--- src/rtl/systolic_mac_pe.sv ---
// Systolic-array MAC processing element: east/south operand forwarding, K_LEN-long
// dot product, and a per-column result shift chain. Define SATURATE_EN for a clamping accumulator.
module systolic_mac_pe #(
    parameter int DATA_W = 8,
    parameter int K_LEN  = 8,
    parameter int ACC_W  = 2*DATA_W + $clog2(K_LEN)
) (
    input  logic              clk,
    input  logic              rst,
    input  logic              clear,
    input  logic [DATA_W-1:0] north_data,
    input  logic              north_vld,
    input  logic [DATA_W-1:0] west_data,
    input  logic              west_vld,
    output logic [DATA_W-1:0] south_data,
    output logic              south_vld,
    output logic [DATA_W-1:0] east_data,
    output logic              east_vld,
    output logic [ACC_W-1:0]  acc_out,
    output logic              done,
    input  logic              unload,
    input  logic [ACC_W-1:0]  res_in,
    input  logic              res_in_vld,
    output logic [ACC_W-1:0]  res_out,
    output logic              res_out_vld,
    output logic              ovf
);

    localparam int CNT_W = $clog2(K_LEN + 1);
    localparam logic [CNT_W-1:0] CNT_LAST = CNT_W'(K_LEN - 1);

    generate
        if (ACC_W < 2*DATA_W) begin : g_bad_acc_w
            $error("systolic_mac_pe: ACC_W must be >= 2*DATA_W");
        end
    endgenerate

    typedef enum logic [1:0] {
        ST_ACC  = 2'd0,
        ST_DONE = 2'd1,
        ST_PASS = 2'd2
    } state_t;

    state_t state, state_nxt;

    logic [CNT_W-1:0]          count;
    logic signed [ACC_W-1:0]   acc_q;
    logic signed [2*DATA_W-1:0] prod;
    logic signed [ACC_W-1:0]   prod_ext;
    logic signed [ACC_W-1:0]   acc_sum;
    logic signed [ACC_W-1:0]   acc_nxt;
    logic                      fire;
    logic                      emit;

    // ------------------------------------------------------------------
    // Control FSM
    // ------------------------------------------------------------------
    always_ff @(posedge clk or posedge rst) begin
        if (rst) begin
            state <= ST_ACC;
        end else begin
            state <= state_nxt;
        end
    end

    always_comb begin
        // NOTE: every output of this block gets a default first so no latch is inferred.
        state_nxt = state;
        fire      = 1'b0;
        emit      = 1'b0;
        if (clear) begin
            state_nxt = ST_ACC;
        end else begin
            case (state)
                ST_ACC: begin
                    fire = north_vld & west_vld;
                    if (fire && count == CNT_LAST) begin
                        state_nxt = ST_DONE;
                    end
                end
                ST_DONE: begin
                    if (unload) begin
                        emit      = 1'b1;
                        state_nxt = ST_PASS;
                    end
                end
                ST_PASS: begin
                    state_nxt = ST_PASS;
                end
                default: begin
                    state_nxt = ST_ACC;
                end
            endcase
        end
    end

    assign done = (state == ST_DONE);

    // ------------------------------------------------------------------
    // Operand forwarding: unconditional, data moves even without its valid
    // ------------------------------------------------------------------
    // NOTE: sequential state is always written with non-blocking assignments.
    always_ff @(posedge clk or posedge rst) begin
        if (rst) begin
            south_data <= '0;
            south_vld  <= 1'b0;
            east_data  <= '0;
            east_vld   <= 1'b0;
        end else begin
            south_data <= north_data;
            south_vld  <= north_vld;
            east_data  <= west_data;
            east_vld   <= west_vld;
        end
    end

    // ------------------------------------------------------------------
    // Multiply-accumulate datapath
    // ------------------------------------------------------------------
    assign prod     = $signed(north_data) * $signed(west_data);
    assign prod_ext = ACC_W'(prod);
    assign acc_sum  = acc_q + prod_ext;

`ifdef SATURATE_EN
    localparam logic signed [ACC_W-1:0] ACC_MAX = {1'b0, {(ACC_W-1){1'b1}}};
    localparam logic signed [ACC_W-1:0] ACC_MIN = {1'b1, {(ACC_W-1){1'b0}}};

    logic add_ovf;

    // Signed overflow: both addends share a sign that the sum does not.
    assign add_ovf = (acc_q[ACC_W-1] == prod_ext[ACC_W-1]) &&
                     (acc_sum[ACC_W-1] != acc_q[ACC_W-1]);
    assign acc_nxt = add_ovf ? (acc_q[ACC_W-1] ? ACC_MIN : ACC_MAX) : acc_sum;

    always_ff @(posedge clk or posedge rst) begin
        if (rst) begin
            ovf <= 1'b0;
        end else if (clear) begin
            ovf <= 1'b0;
        end else if (fire && add_ovf) begin
            ovf <= 1'b1;
        end
    end
`else
    assign acc_nxt = acc_sum;
    assign ovf     = 1'b0;
`endif

    always_ff @(posedge clk or posedge rst) begin
        if (rst) begin
            acc_q <= '0;
            count <= '0;
        end else if (clear) begin
            acc_q <= '0;
            count <= '0;
        end else if (fire) begin
            acc_q <= acc_nxt;
            count <= count + 1'b1;
        end
    end

    assign acc_out = acc_q;

    // ------------------------------------------------------------------
    // Result chain: emit own sum once, then shift the column above downward
    // ------------------------------------------------------------------
    always_ff @(posedge clk or posedge rst) begin
        if (rst) begin
            res_out     <= '0;
            res_out_vld <= 1'b0;
        end else if (clear) begin
            res_out_vld <= 1'b0;
        end else if (emit) begin
            res_out     <= acc_q;
            res_out_vld <= 1'b1;
        end else if (state == ST_PASS) begin
            if (res_in_vld) begin
                res_out <= res_in;
            end
            res_out_vld <= res_in_vld;
        end else begin
            res_out_vld <= 1'b0;
        end
    end

endmodule

--- config.mk ---
export PLATFORM = sky130hd
export DESIGN_NAME = systolic_mac_pe
export DESIGN_NICKNAME = d
export VERILOG_FILES = /design/src/rtl/systolic_mac_pe.sv
export SDC_FILE = /design/constraint.sdc
export NUM_CORES = 1
export LEC_CHECK = 0
export BUFFER_PORTS_ARGS = -buffer_cell sky130_fd_sc_hd__buf_2
export CORE_MARGIN = 4
export CORE_UTILIZATION = 40
export DETAILED_ROUTE_END_ITERATION = 10
export SLEW_MARGIN = 20
export SYNTH_ARGS = -nofsm -noshare
export SYNTH_HDL_FRONTEND = slang
export SYNTH_SLANG_ARGS = --single-unit
--- constraint.sdc ---
create_clock -name clk -period 4.7 [get_ports clk]
set_input_delay 0.705 -clock clk [delete_from_list [all_inputs] [get_ports clk]]
set_output_delay 0.705 -clock clk [all_outputs]
set_load 0.01 [all_outputs]
Word-level counts from Yosys, hierarchy flattened

Index checks and enable logic that the tools add are counted.

Register bits after elaboration: 63
Input port bits: 42
Output and inout bits: 59
Word-level logic and storage cells: 45

$add $sub $neg: 2
$mul: 1
Equality and inequality tests: 5
Muxes and demuxes: 19
Bitwise operators: 2
Reduce and logical (&&, ||, !) cells: 7

Operators with widths:

| kind                                                                    | count |
|---|---|
| 19-bit two-way mux                                                      | 5 |
| 19-bit by 16-bit adder with 19-bit output                               | 1 |
| 8-bit by 8-bit multiplier with 16-bit output                            | 1 |
| 1-bit two-way mux                                                       | 8 |
| 4-bit two-way mux                                                       | 2 |
| 2-bit two-way mux                                                       | 3 |
| 2-bit one-hot mux with 3 select lines                                   | 1 |
| 2-bit nonzero test                                                      | 3 |
| 4-bit by 1-bit adder with 4-bit output, second input constant           | 1 |
| 4-bit by 3-bit equality test with 1-bit output, second input constant   | 1 |
| 3-bit by 2-bit inequality test with 1-bit output, second input constant | 1 |
| 3-bit inequality test, second input constant                            | 1 |
| 3-bit AND reduction                                                     | 1 |
| 2-bit by 1-bit equality test with 1-bit output, second input constant   | 1 |
| 2-bit equality test, second input constant                              | 1 |
| 2-bit zero test                                                         | 1 |
| 2-bit AND reduction                                                     | 1 |
| 1-bit AND                                                               | 1 |
| 1-bit logical AND                                                       | 1 |
| 1-bit NOT                                                               | 1 |

Logic depth before layout (Yosys ltp)

Word-level depth: 5
Mapped depth: 18
Gate-level depth less buffers: 18

Least setup slack after synthesis

OpenSTA, ideal clock, no wires.

Path type: input-to-reg
Start point: in west_data[0]
End point: reg acc_q[18], in the netlist acc_out[18]
Setup time: 0.125 ns
Arrival: 5.298 ns
Data required time: 4.575 ns
Slack: -0.723 ns
Cell stages on the path: 15
Path buffers: 0
Cells stage by stage: and2_1 > inv_1 > fa_1 > inv_1 > fa_1 > fa_1 > fa_1 > fa_1 > ha_1 > a21oi_1 > a211oi_1 > o21ai_0 > a21oi_1 > nor3b_2 > mux2_4

Longest elaborated chain between the ends: 4

RTL lines:

| item                                         | RTL line | RTL |
|---|---|---|
| start: declaration                           | 13       | `input logic [DATA_W-1:0] west_data,` |
| 8-bit by 8-bit multiplier with 16-bit output | 120      | `assign prod = $signed(north_data) * $signed(west_data);` |
| 19-bit by 16-bit adder with 19-bit output    | 122      | `assign acc_sum = acc_q + prod_ext;` |
| 19-bit two-way mux                           | 156      | `end else if (fire) begin` |
| 19-bit two-way mux                           | 153      | `end else if (clear) begin` |
| end signal: assignment                       | 157      | `acc_q <= acc_nxt;` |
| end: declaration                             | 47       | `logic signed [ACC_W-1:0] acc_q;` |

No other way between the ends. The select of a mux whose other input is x is not followed.
A chain may end at the register's enable or synchronous reset.

Final worst setup path

Start point: in west_data[6]
End point: reg acc_q[18], in the netlist acc_out[18]

Same word-level chain as after synthesis.

==> impl_metrics.tcl <==
set metrics [dict create \
    grt_pass1_wl_um 23490 \
    fp.dieH_um 129.2 \
    fmax_mhz 210.1 \
    cts_tree "yes" \
    worstHoldStart "north_data[7]" \
    syn2layout_area_growth_pct 31.94 \
    drt_first_iter_violations 149 \
    cpMostUsedCell "fa_1" \
    hold_depth 1 \
    power_leakage_nw 4.136 \
    min_path_type "input pin to flop" \
    antenna_found_initial 0 \
    fin_crit_sh 1.012 \
    timing.rr.start "acc_out[6]" \
    synth.avg_cell_area_um2 10.09 \
    critPathTopFamily "adder cells" \
    first_pass_iters 4 \
    slew_violations 0 \
    drv_cap 0 \
    required_ns 4.92 \
    synth_nets 757 \
    synth-edff-count 0 \
    dpl_cell_area_mm2 0.007141 \
    cts_max_level 3 \
    place_inst 922 \
    io_buffers 99 \
    clk_path_buf_depth 2 \
    initial_core_util 0.4055 \
    r2r_setup_slack_ns 0.11 \
    synthFlopType "dfrtp_1" \
    multiInputGateArea_mm2 0.004113 \
    yosys_register_bits 63 \
    ys_async_sr_fraction 1.000 \
    worstSetupStartpointType "input pin" \
    clk_pin_slew_worst_paths_ns 0.06 \
    setup_slack_ns -0.05853 \
    syn_inst 582 \
    yosys.area.top_type "fa_1" \
    vias 4580 \
    synth-seq-area-share 0.2685 \
    worst_path_max_delay_cell "fa_1" \
    total_power_mw 5.734 \
    fp.coreArea_mm2 0.01448 \
    outcome "finished with violations" \
    yosys_warnings 0 \
    die-area_mm2 0.01668 \
    maxSlewHeadroom 0.3928 \
    layout_commonest_cell "inv_1" \
    path_cells "buf_2 -> and2_1 -> fa_1 -> inv_1 -> fa_1 -> inv_1 -> fa_1 -> fa_1 -> ha_4 -> ha_4 -> a21o_1 -> a2111o_1 -> a31oi_2 -> a21oi_2 -> nor3b_2 -> mux2_4" \
    cts_inserted_buffers 9 \
    layout_common_cells "inv_1, buf_2, buf_4" \
    finClkSkew_ns 0.009710 \
    ir_drop_v 0.0005415 \
    nNetsFinal 932 \
    synthTopCellsByArea "fa_1, dfrtp_1, ha_1" \
    cts.hold.buffers_added 0 \
    violations "negative setup slack" \
    place_congestion 0.8207 \
    route.detailed.drc 0 \
    grt_overflow 0 \
    worstPathMaxFanout 9 \
    r2r_end "acc_out[18]" \
    path_buf_inv 3 \
    tightest_slew_ns 0.9108 \
    path_class "input pin to flop" \
    cts.sinks 63 \
    worstPathArrival_ns 4.98 \
    grt_setup_unrepaired "true" \
    regArea_mm2 0.001577 \
    core.rowCount 44 \
    r2r_cells 16 \
    grt_pass1_vias 4905 \
    grt_max_degree 64 \
    setup_viol_count_final 1 \
    end_kind "flop" \
    finalInstanceArea_mm2 0.007747 \
    cts_root_buffer "clkbuf_16" \
    die_w_um 129.2 \
    gr-usage-all-layers 0.1782 \
    drt-total-wl_um 13870 \
    pin_count 101 \
    holdPathEnd "south_data[7]" \
    insertion_delay_ns 0.34 \
    finalCriticalPeriod_ns 4.759 \
    netlist_area_mm2 0.005872 \
    p_per_area_mw_per_mm2 740.2 \
    drive_gt1_frac 0.3281 \
    hold_viol 0 \
    viasPerCell 4.841 \
    post-synth-top-area-fraction 0.2864 \
    critical-path-max-stage-delay_ns 0.52 \
    fillers 1306 \
    final_cell_count_no_fill 946 \
    wl_per_cell_um 14.66 \
    final_antenna_net_count 0 \
    n_antenna_cell 0 \
    synth.distinct_cells 37 \
    dpl.hpwl_um 11210 \
]
[worst max path at each step]
stage | start | to | depth (start not counted)
after floorplan | west_data[1] | acc_out[18] | 16
after global placement | north_data[7] | acc_out[18] | 17
after detailed placement | north_data[7] | acc_out[18] | 17
after CTS | west_data[0] | acc_out[18] | 16
after global routing | west_data[3] | acc_out[18] | 17
final | west_data[6] | acc_out[18] | 16
[cells in the mapped netlist (3+ instances only)]
master,number
mux2i_1,21
xnor2_1,16
clkbuf_1,14
o21ai_1,15
ha_1,49
dfrtp_1,63
a21o_1,3
inv_1,101
o21ai_0,15
nand2_1,75
nor2_1,22
and2_1,33
fa_1,84
xor2_1,4
a211oi_1,9
nand3_1,5
a21oi_1,25
[registers in the layout, indices dropped and copies added, names as in the netlist]
register / flops
east_data: 8
res_out: 19
count: 4
state: 2
acc_out: 19
south_data: 8
east_vld: 1
south_vld: 1
res_out_vld: 1
[layer usage]
layer	wire, µm	share of wire	track usage	vias to the layer above
met4	292	0.021	0.05435	0
li1	-	-	-	2178
met1	5563	0.40	0.2183	2275
met3	641	0.046	0.02927	19
met2	7368	0.53	0.3220	108
met5	0	0	0	-
[logic make-up (layout without fill, tap and decap cells)]
group / count (synthesis) / count (layout) / share of synthesized area
buf+inv: 117 / 297 / 0.07543
simple gates: 148 / 148 / 0.1183
xor+xnor: 20 / 20 / 0.02983
mux: 22 / 22 / 0.03835
fa+ha+maj: 133 / 133 / 0.3908
flops: 63 / 63 / 0.2685
other cells: 1 / 1 / 0.0006386
compound gates: 78 / 78 / 0.07820
[worst register-to-register path: stages (launching register included)]
cell and delay (ns):
dfrtp_1 0.37, inv_1 0.10, fa_1 0.54, inv_1 0.05, fa_1 0.49, inv_1 0.05, fa_1 0.47, inv_1 0.06
fa_2 0.38, fa_1 0.50, ha_4 0.34, nand3_2 0.11, a211oi_4 0.33, o21ai_2 0.12, nand3_1 0.07, nor3b_2 0.19
mux2_4 0.31
[final cells by class]
class                      instances  share of cell area
timing repair buffer             179              0.1499
clock buffer                      10             0.03085
tap                              184             0.02972
clock inverter                     6            0.005652
sequential                        63              0.2035
multi-input combinational        402              0.5308
inverter                         102             0.04958
[stage by stage]
| step | worst slack, ns | hold WS (ns) | util | TNS [ns] |
|---|---|---|---|---|
| 4_1_cts | -0.1025 | 0.5117 | 0.5166 | -0.1025 |
| 2_1_floorplan | -0.2612 | 0.4995 | - | -0.2725 |
| 3_3_place_gp | -0.5383 | 0.5166 | 0.4932 | -3.420 |
| 3_5_place_dp | -0.6440 | 0.5237 | 0.4932 | -3.524 |
| 5_1_grt | -0.1543 | 0.5093 | 0.5351 | -0.2954 |
| 6_report | -0.05853 | 0.5208 | 0.5351 | -0.05853 |
[repair_timing]
item | CTS | global route
hold endpoints to repair | 0 | 0
pin swaps | 21 | 32
resized for setup | 16 | 50
setup endpoints to repair | 7 | 9
cloned | 0 | 1
setup buffers | 0 | 7
[report_power, final]
| part | internal [mW] | leakage, nW | switching (mW) |
|---|---|---|---|
| clock network | 0.373 | 0.139 | 0.261 |
| registers | 0.590 | 0.829 | 0.0563 |
| logic | 2.30 | 3.17 | 2.16 |
| total | 3.26 | 4.14 | 2.48 |
No activity file was read; power rests on OpenSTA's default activity.
